<file path="src/rtl/reg_stack_dump_if.sv">
// Register-stack dump bus: start/range request, stack read port, streamed beat channel, status.
// master = dump engine side, slave = requester / stack / consumer side.
interface reg_stack_dump_if #(
    parameter int WORD_WIDTH = 16,
    parameter int NIB_WIDTH  = 4
);
    logic                  start;
    logic [NIB_WIDTH-1:0]  first;
    logic [NIB_WIDTH-1:0]  last;
    logic [NIB_WIDTH-1:0]  regnum;
    logic [WORD_WIDTH-1:0] reg_val;
    logic [WORD_WIDTH-1:0] out_data;
    logic [NIB_WIDTH-1:0]  out_index;
    logic                  out_last;
    logic                  out_valid;
    logic                  out_ready;
    logic                  busy;
    logic                  done;

    modport master (
        input  start, first, last, reg_val, out_ready,
        output regnum, out_data, out_index, out_last, out_valid, busy, done
    );

    modport slave (
        output start, first, last, reg_val, out_ready,
        input  regnum, out_data, out_index, out_last, out_valid, busy, done
    );
endinterface

</file>
<file path="src/rtl/reg_stack_dump.sv">
// Walks a register range over the stack read port and streams each word out; optional XOR trailer beat (REG_STACK_DUMP_CHECKSUM_EN).
// Latency: first out_valid 2 clocks after start; one word per 2 clocks (READ + PRESENT) with out_ready high.
// Backpressure: a presented beat is held stable while out_ready is low; stack is re-read only for the next index.
module reg_stack_dump #(
    parameter int          WORD_WIDTH     = 16,
    parameter int          NIB_WIDTH      = 4,
    parameter int unsigned REG_STACK_SIZE = 16
) (
    input  logic           clk,
    input  logic           reset,
    reg_stack_dump_if.master bus
);
    typedef enum logic [1:0] {IDLE, READ, PRESENT, CSUM} state_t;

    state_t                state_q, state_nxt;
    logic [NIB_WIDTH-1:0]  regnum_q, regnum_nxt;
    logic [NIB_WIDTH-1:0]  last_q, last_nxt;
    logic [WORD_WIDTH-1:0] out_data_q, out_data_nxt;
    logic [NIB_WIDTH-1:0]  out_index_q, out_index_nxt;
    logic                  out_last_q, out_last_nxt;
    logic                  out_valid_q, out_valid_nxt;
    logic                  busy_q, busy_nxt;
    logic                  done_q, done_nxt;
`ifdef REG_STACK_DUMP_CHECKSUM_EN
    logic [WORD_WIDTH-1:0] csum_q, csum_nxt;
`endif

    function automatic logic [NIB_WIDTH-1:0] reduce(input logic [NIB_WIDTH-1:0] x);
        return NIB_WIDTH'(32'(x) % REG_STACK_SIZE);
    endfunction

    function automatic logic [NIB_WIDTH-1:0] incr(input logic [NIB_WIDTH-1:0] x);
        return (x == NIB_WIDTH'(REG_STACK_SIZE - 1)) ? '0 : x + 1'b1;
    endfunction

    always_ff @(posedge clk or posedge reset) begin
        if (reset) begin
            state_q     <= IDLE;
            regnum_q    <= '0;
            last_q      <= '0;
            out_data_q  <= '0;
            out_index_q <= '0;
            out_last_q  <= 1'b0;
            out_valid_q <= 1'b0;
            busy_q      <= 1'b0;
            done_q      <= 1'b0;
`ifdef REG_STACK_DUMP_CHECKSUM_EN
            csum_q      <= '0;
`endif
        end else begin
            state_q     <= state_nxt;
            regnum_q    <= regnum_nxt;
            last_q      <= last_nxt;
            out_data_q  <= out_data_nxt;
            out_index_q <= out_index_nxt;
            out_last_q  <= out_last_nxt;
            out_valid_q <= out_valid_nxt;
            busy_q      <= busy_nxt;
            done_q      <= done_nxt;
`ifdef REG_STACK_DUMP_CHECKSUM_EN
            csum_q      <= csum_nxt;
`endif
        end
    end

    always_comb begin
        state_nxt     = state_q;
        regnum_nxt    = regnum_q;
        last_nxt      = last_q;
        out_data_nxt  = out_data_q;
        out_index_nxt = out_index_q;
        out_last_nxt  = out_last_q;
        out_valid_nxt = out_valid_q;
        busy_nxt      = busy_q;
        done_nxt      = 1'b0;
`ifdef REG_STACK_DUMP_CHECKSUM_EN
        csum_nxt      = csum_q;
`endif
        case (state_q)
            IDLE: begin
                // The done cycle itself never launches a new dump.
                if (bus.start && !done_q) begin
                    regnum_nxt = reduce(bus.first);
                    last_nxt   = reduce(bus.last);
                    busy_nxt   = 1'b1;
                    state_nxt  = READ;
`ifdef REG_STACK_DUMP_CHECKSUM_EN
                    csum_nxt   = '0;
`endif
                end
            end
            READ: begin
                out_data_nxt  = bus.reg_val;
                out_index_nxt = regnum_q;
                out_valid_nxt = 1'b1;
`ifdef REG_STACK_DUMP_CHECKSUM_EN
                out_last_nxt  = 1'b0;
`else
                out_last_nxt  = (regnum_q == last_q);
`endif
                state_nxt     = PRESENT;
            end
            PRESENT: begin
                if (bus.out_ready) begin
                    out_valid_nxt = 1'b0;
`ifdef REG_STACK_DUMP_CHECKSUM_EN
                    csum_nxt = csum_q ^ out_data_q;
`endif
                    if (out_index_q == last_q) begin
`ifdef REG_STACK_DUMP_CHECKSUM_EN
                        out_data_nxt  = csum_q ^ out_data_q;
                        out_index_nxt = last_q;
                        out_last_nxt  = 1'b1;
                        out_valid_nxt = 1'b1;
                        state_nxt     = CSUM;
`else
                        done_nxt      = 1'b1;
                        busy_nxt      = 1'b0;
                        state_nxt     = IDLE;
`endif
                    end else begin
                        regnum_nxt = incr(regnum_q);
                        state_nxt  = READ;
                    end
                end
            end
`ifdef REG_STACK_DUMP_CHECKSUM_EN
            CSUM: begin
                if (bus.out_ready) begin
                    out_valid_nxt = 1'b0;
                    done_nxt      = 1'b1;
                    busy_nxt      = 1'b0;
                    state_nxt     = IDLE;
                end
            end
`endif
            default: state_nxt = IDLE;
        endcase
    end

    assign bus.regnum    = regnum_q;
    assign bus.out_data  = out_data_q;
    assign bus.out_index = out_index_q;
    assign bus.out_last  = out_last_q;
    assign bus.out_valid = out_valid_q;
    assign bus.busy      = busy_q;
    assign bus.done      = done_q;
endmodule

</file>
<file path="src/flat_wrapper.sv">
// flat-port wrapper written by rule: the top's interface ports become plain ports
module reg_stack_dump_flat 
#(
    parameter int          WORD_WIDTH     = 16,
    parameter int          NIB_WIDTH      = 4,
    parameter int unsigned REG_STACK_SIZE = 16
)
  (clk, reset, bus_start, bus_first, bus_last, bus_reg_val, bus_out_ready, bus_regnum, bus_out_data, bus_out_index, bus_out_last, bus_out_valid, bus_busy, bus_done);
  reg_stack_dump_if #(.WORD_WIDTH(WORD_WIDTH), .NIB_WIDTH(NIB_WIDTH)) bus_i ();
  input  logic clk;
  input  logic reset;
  input wire logic [$bits(bus_i.start)-1:0] bus_start;
  input wire logic [$bits(bus_i.first)-1:0] bus_first;
  input wire logic [$bits(bus_i.last)-1:0] bus_last;
  input wire logic [$bits(bus_i.reg_val)-1:0] bus_reg_val;
  input wire logic [$bits(bus_i.out_ready)-1:0] bus_out_ready;
  output wire logic [$bits(bus_i.regnum)-1:0] bus_regnum;
  output wire logic [$bits(bus_i.out_data)-1:0] bus_out_data;
  output wire logic [$bits(bus_i.out_index)-1:0] bus_out_index;
  output wire logic [$bits(bus_i.out_last)-1:0] bus_out_last;
  output wire logic [$bits(bus_i.out_valid)-1:0] bus_out_valid;
  output wire logic [$bits(bus_i.busy)-1:0] bus_busy;
  output wire logic [$bits(bus_i.done)-1:0] bus_done;
  assign bus_i.start = bus_start;
  assign bus_i.first = bus_first;
  assign bus_i.last = bus_last;
  assign bus_i.reg_val = bus_reg_val;
  assign bus_i.out_ready = bus_out_ready;
  assign bus_regnum = bus_i.regnum;
  assign bus_out_data = bus_i.out_data;
  assign bus_out_index = bus_i.out_index;
  assign bus_out_last = bus_i.out_last;
  assign bus_out_valid = bus_i.out_valid;
  assign bus_busy = bus_i.busy;
  assign bus_done = bus_i.done;
  reg_stack_dump #(.WORD_WIDTH(WORD_WIDTH), .NIB_WIDTH(NIB_WIDTH), .REG_STACK_SIZE(REG_STACK_SIZE)) u_core (.clk(clk), .reset(reset), .bus(bus_i));
endmodule
</file>
<file path="config.mk">
export PLATFORM = sky130hd
export DESIGN_NAME = reg_stack_dump_flat
export DESIGN_NICKNAME = d
export VERILOG_FILES = /design/src/rtl/reg_stack_dump_if.sv /design/src/rtl/reg_stack_dump.sv /design/src/flat_wrapper.sv
export SDC_FILE = /design/constraint.sdc
export NUM_CORES = 1
export LEC_CHECK = 0
export CAP_MARGIN = 40
export CORE_MARGIN = 4
export CORE_UTILIZATION = 47
export CTS_CLUSTER_SIZE = 30
export DETAILED_ROUTE_END_ITERATION = 16
export GPL_TIMING_DRIVEN = 0
export PLACE_DENSITY = 0.87
export REMOVE_ABC_BUFFERS = 1
export SLEW_MARGIN = 0
export SYNTH_ARGS = -nofsm -noshare
export SYNTH_HDL_FRONTEND = slang
export SYNTH_SLANG_ARGS = --single-unit
</file>
<file path="constraint.sdc">
create_clock -name clk -period 3.1 [get_ports clk]
set_input_delay 0.31 -clock clk [delete_from_list [all_inputs] [get_ports clk]]
set_output_delay 0.31 -clock clk [all_outputs]
set_load 0.02 [all_outputs]
</file>
==> results of run 1 <==
==> stage by stage <==
| step | hold slack, ns | instance area, um^2 | total power, W | setup WS, ns | util |
|---|---|---|---|---|---|
| 5_1_grt | 0.485 | 2190 | 0.00250 | 0.988 | 0.716 |
| 3_5_place_dp | 0.499 | 2130 | 0.00213 | 1.05 | 0.697 |
| 4_1_cts | 0.431 | 2190 | 0.00239 | 1.10 | 0.716 |
| 6_report | 0.407 | 2190 | 0.00236 | 1.08 | 0.716 |
| 2_1_floorplan | 0.452 | 1480 | 0.00158 | 1.09 | - |
| 3_3_place_gp | 0.490 | 2080 | 0.00205 | 0.624 | 0.682 |
==> cell families after synthesis <==
family | count (synthesis) | share of synthesized area
flip-flops | 34 | 0.568
multiplexers | 30 | 0.226
AO/OA/AOI/OAI | 13 | 0.0635
AND/OR/NAND/NOR | 10 | 0.0610
buffers and inverters | 9 | 0.0267
XOR/XNOR | 8 | 0.0468
adder cells (fa/ha/maj) | 1 | 0.00835
==> sequential cells by signal, summed over array words and instances (netlist names) <==
register	count
u_core.bus.out_data	16
u_core.bus.out_index	4
u_core.bus.regnum	4
u_core.last_q	4
u_core.state_q	2
u_core.bus.busy	1
u_core.bus.done	1
u_core.bus.out_last	1
u_core.bus.out_valid	1
==> path summary, 6_finish.rpt <==
check / start / endpoint / cells after the start
setup / recovery: u_core.state_q[1] / u_core.bus.regnum[3] / 4
hold / removal: reset / u_core.bus.out_data[14] / 2
setup reg to reg: u_core.state_q[1] / u_core.bus.regnum[3] / 4
hold reg to reg: u_core.bus.out_last / u_core.bus.out_last / 1
max in group asynchronous: reset / u_core.bus.out_index[1] / 3
min in group clk: u_core.bus.out_last / u_core.bus.out_last / 1
==> worst max-delay path: stages, from the launching register on <==
cell and delay (ns):
dfrtp_1 0.53, nor2b_1 0.60, a21oi_2 0.17, a21oi_4 0.23, mux2_1 0.35
==> power groups by stage <==
stage	Clock, W	Combinational (W)	Sequential (W)
after CTS	0.000258	0.00127	0.000863
final	0.000252	0.00125	0.000861
after global routing	0.000280	0.00133	0.000894
after floorplan	0	0.000533	0.00105
after global placement	0	0.00120	0.000847
after detailed placement	0	0.00126	0.000870
==> cell type report <==
class                   instances  area share
repair buffers                 57       0.271
multi-input cells              62       0.279
clock buffers                   7      0.0252
clock inverters                 1     0.00229
well taps                      44      0.0252
flip-flops and latches         34       0.389
inverters                       5     0.00858
==> metal layers <==
| metal | global-route usage | wire (um) |
|---|---|---|
| met1 | 0.205 | 1290 |
| met2 | 0.300 | 1680 |
| met3 | 0.0589 | 263 |
| met4 | 0.0739 | 64 |
| met5 | 0 | 0 |
==> cell usage in the layout, fill, tap and decap left out, drive strengths merged, types with 3 or more instances in the layout <==
cell | Yosys | routed
clkdlybuf4s50 | 0 | 55
a21oi | 4 | 4
dfrtp | 34 | 34
inv | 5 | 5
xor2 | 8 | 8
mux2 | 30 | 30
o21ai | 3 | 3
clkbuf | 1 | 7
==> run metrics, run 1 <==
status finished clean; 1st-iter DRT viols 38; largest net degree at the start of global routing 20; Multi-input gate area 609 um^2; syn_area_per_cell between 10 and 15 um^2; worst skew pair latency 0.33 ns; worst-path maximum fanout 10; largest cells by area after synthesis dfrtp_1 (57%), mux2_2 (20%), xor2_1 (4.7%), mux2_1 (2.3%), nor4b_4 (1.6%); Leakage Power about 0.9 nW; Max Slew Vio Count 0; non-filler cells, final 210; # port buffers 55; via/cell ratio a little over 5; vias between 1,000 and 1,500; Comb power frac 0.529; CP Launch Type flip-flop; final setup vio count 0; DRT Pass-1 Iters 4; RSZ-0062 raised after global routing false; cell with the most instances after synthesis dfrtp_1; first-pass GRT wire length between 5000 and 6000 um; top cell type by total area after synthesis dfrtp_1; final hold violation count 0; ys flop type dfrtp_1; crit path kind reg -> reg; part of the power in registers 0.364; clock sinks 34; period utilisation layout 0.650; CTS tree built; Cells after DPL slightly above 200; Clock Power Share 0.107; Hold Crit Class in -> async; GPL Wtd Cong around 0.74; number of synthesized flops with an enable pin 0; Slew @ Worst Pin around 0.78 ns; internal power between 0.001 and 0.0015 W; post-CTS sizing 0; Synthesis Warnings 0; Site Rows 20; Mapped Area about 1500 um^2; Post-layout nets 194; share of layout cells above drive strength 1 0.247; Total Die Area 4150 um^2; DP Wirelength approximately 2600 um; htree depth 2; Fillers around 240; Horiz. Die Dim 64.5 um; grt ovf 0; Synth cell types 26; root buffer cell clkbuf_4; number of diodes 0; FF+latch count, synth 34; Initial Util 0.491; Clock Tree Buf Depth 2; list of most frequent post-synthesis cells dfrtp_1 (34), mux2_2 (27), xor2_1 (8); Syn Inst Count roughly 110; initial antenna violation count 0; Min Clock Period, post-route approximately 2 ns; FF+latch area between 800 and 900 um^2; vias in the first global route 1,166; CP Data Required Time about 3.3 ns; Post-synth ARST share 1.00; sw frac 0.390; register area share after synthesis 0.568; Slew headroom 0.480; cts hold-fix bufs 0; Setup Skew between 0.01 and 0.015 ns; boundary pin count between 50 and 60; DRC violations left 0; setup TNS 0 ns; maximum clock frequency 496 MHz; chip height 64.5 um; Tot GR Track Use 0.177; final wirelength between 3000 and 4000 um; top-area cell type share of the netlist area 0.568; maximum VDD drop 620 uV; max-cap violation count 0; clk slew on worst S/H paths ~0.10 ns; DRT antenna net count 0; core area approximately 3100 um^2; postcts setup bufs 0; pwr dens roughly 1100 nW/um^2; worst path arrival time between 2 and 2.5 ns; worst reg-to-reg setup slack 1.08 ns; routed len/inst 15.7 um; Num CTS Buffers 5; Area Growth Syn to Fin 46.0%; switching power just over 0.0009 W; CP endpoint kind flip-flop
Note: power is estimated with default switching activity, not from simulation.
==> inputs of run 2 (changes only) <==
--- a/config.mk
+++ b/config.mk
@@ -7,11 +7,11 @@
 export LEC_CHECK = 0
 export CAP_MARGIN = 40
 export CORE_MARGIN = 4
-export CORE_UTILIZATION = 47
+export CORE_UTILIZATION = 39
 export CTS_CLUSTER_SIZE = 30
 export DETAILED_ROUTE_END_ITERATION = 16
 export GPL_TIMING_DRIVEN = 0
-export PLACE_DENSITY = 0.87
+export PLACE_DENSITY = 0.78
 export REMOVE_ABC_BUFFERS = 1
 export SLEW_MARGIN = 0
 export SYNTH_ARGS = -nofsm -noshare
==> constraint.sdc (replaced) <==
create_clock -name clk -period 1.8 [get_ports clk]
set_input_delay 0.18 -clock clk [delete_from_list [all_inputs] [get_ports clk]]
set_output_delay 0.18 -clock clk [all_outputs]
set_load 0.02 [all_outputs]
==> run 2 against run 1 <==
  * Worst hold slack got worse by 0.13 ns
  * Critical path depth stayed put
  * Combinational power increased by 73%
  * Final area rose by 2.5%
  * Die area is 18% higher
  * Critical endpoint is now u_core.bus.regnum[1]
==> run metrics, run 2 (synthesis gave the netlist of run 1 again) <==
CTS tree built; initial antenna violation count 0; DRC violations left 0; boundary pin count 56; Slew headroom 0.605; htree depth 2; grt ovf 0; commonest non-fill, non-tap cell in the layout clkdlybuf4s50_1; CP Data Required Time between 1.5 and 2 ns; Fillers between 200 and 300; share of layout cells above drive strength 1 0.263; Total Die Area between 4000 and 5000 um^2; worst path arrival time between 1.5 and 2 ns; Horiz. Die Dim roughly 70 um; CP Launch Point u_core.state_q[1]; Multi-input gate area just over 600 um^2; family with the most delay on the worst path flip-flops; status finished clean; cts hold-fix bufs 0; DP Wirelength between 2000 and 2500 um; via/cell ratio ~5; CP endpoint kind flip-flop; Max Slew Vio Count 0; vias between 1,000 and 1,500; FF-to-FF path depth 4; Hold Crit Class in -> async; final hold violation count 0; chip height roughly 70 um; WP buf/inv 0; Clock Tree Buf Depth 2; core area between 3000 and 4000 um^2; largest net degree at the start of global routing 22; Site Rows 22; # port buffers 55; RSZ-0062 raised after global routing false; DRT Pass-1 Iters 4; Cells after DPL just over 200; worst-path cell chain nor2b_4 > a21oi_2 > a21oi_4 > mux2_1; Tot GR Track Use 0.143; max-cap violation count 0; critical path depth 4; FF-to-FF Start u_core.state_q[1]; Min Clock Period, post-route 1.66 ns; Setup Skew 0.00153 ns; non-filler cells, final approximately 220; Final Instance Area approximately 2200 um^2; commonest cells after routing, fill and taps aside clkdlybuf4s50_1 (55), dfrtp_1 (34), mux2_2 (27); root buffer cell clkbuf_8; Area Growth Syn to Fin 49.7%; period utilisation layout 0.921; Initial Util 0.406; Area after DPL approximately 2100 um^2; clock sinks 34; GPL Wtd Cong 0.761; post-layout util 0.608; number of diodes 0; slowest cell on the critical path dfrtp_1; clk slew on worst S/H paths approximately 0.07 ns; first-pass GRT wire length between 5000 and 6000 um; vias in the first global route approximately 1,100; Slew @ Worst Pin approximately 0.59 ns; worst hold slack between 0.2 and 0.3 ns; maximum VDD drop 1180 uV; pwr dens approximately 1900 nW/um^2; 1st-iter DRT viols 34; FF+latch area 851 um^2; Leakage Power about 0.94 nW; routed len/inst 14.8 um; final setup vio count 0; crit path kind reg -> reg; DRT antenna net count 0; final wirelength around 3200 um; maximum clock frequency about 600 MHz; Num CTS Buffers 5; CP Launch Type flip-flop; max FFs per register 16; worst-path maximum fanout 10; crit-path max cell delay roughly 0.54 ns; worst skew pair latency around 0.28 ns; Final Power 0.00422 W; Post-layout nets about 200
## run 2: what timing repair did
action,4_1_cts,5_1_grt
gates resized for setup,1,1
setup buffers,0,1
setup endpoints to repair,4,3
pin swaps,1,1
## run 2: final cells by class
| cell class | instances | share of cell area |
|---|---|---|
| inverter | 5 | 0.00837 |
| timing repair buffer | 58 | 0.268 |
| multi-input combinational | 62 | 0.275 |
| clock inverter | 2 | 0.00558 |
| tap | 48 | 0.0268 |
| sequential | 34 | 0.379 |
| clock buffer | 6 | 0.0368 |
## run 2: routing by layer
metal	share of wire	wire length, um	GRT usage	vias up
met1	0.40	1280	0.172	519
met3	0.11	357	0.0835	0
met4	0	0	0.0383	0
li1	-	-	-	493
met5	0	0	0	-
met2	0.48	1540	0.216	43
## run 2: path summary, 6_finish.rpt
| path | endpoint | slack [ns] |
|---|---|---|
| max | u_core.bus.regnum[1] | 0.14 |
| min | u_core.bus.out_index[3] | 0.27 |
| max reg2reg | u_core.bus.regnum[1] | 0.14 |
| min reg2reg | u_core.bus.out_data[1] | 0.51 |
| max in group asynchronous | u_core.last_q[3] | 1.02 |
| min in group clk | u_core.bus.out_data[1] | 0.50 |
## run 2: where the power goes
| group | switching [W] | internal (W) | total (W) |
|---|---|---|---|
| Clock | 0.000270 | 0.000307 | 0.000577 |
| Combinational | 0.000979 | 0.00118 | 0.00216 |
| Sequential | 0.000348 | 0.00114 | 0.00148 |
| Total | 0.00160 | 0.00262 | 0.00422 |
## run 2: through the flow
stage / setup slack (ns) / TNS [ns]
after floorplan: -0.212 / -4.44
after global placement: -0.599 / -13.05
after detailed placement: -0.161 / -0.466
after CTS: 0.00591 / 0
after global routing: 0.0706 / 0
final: 0.142 / 0
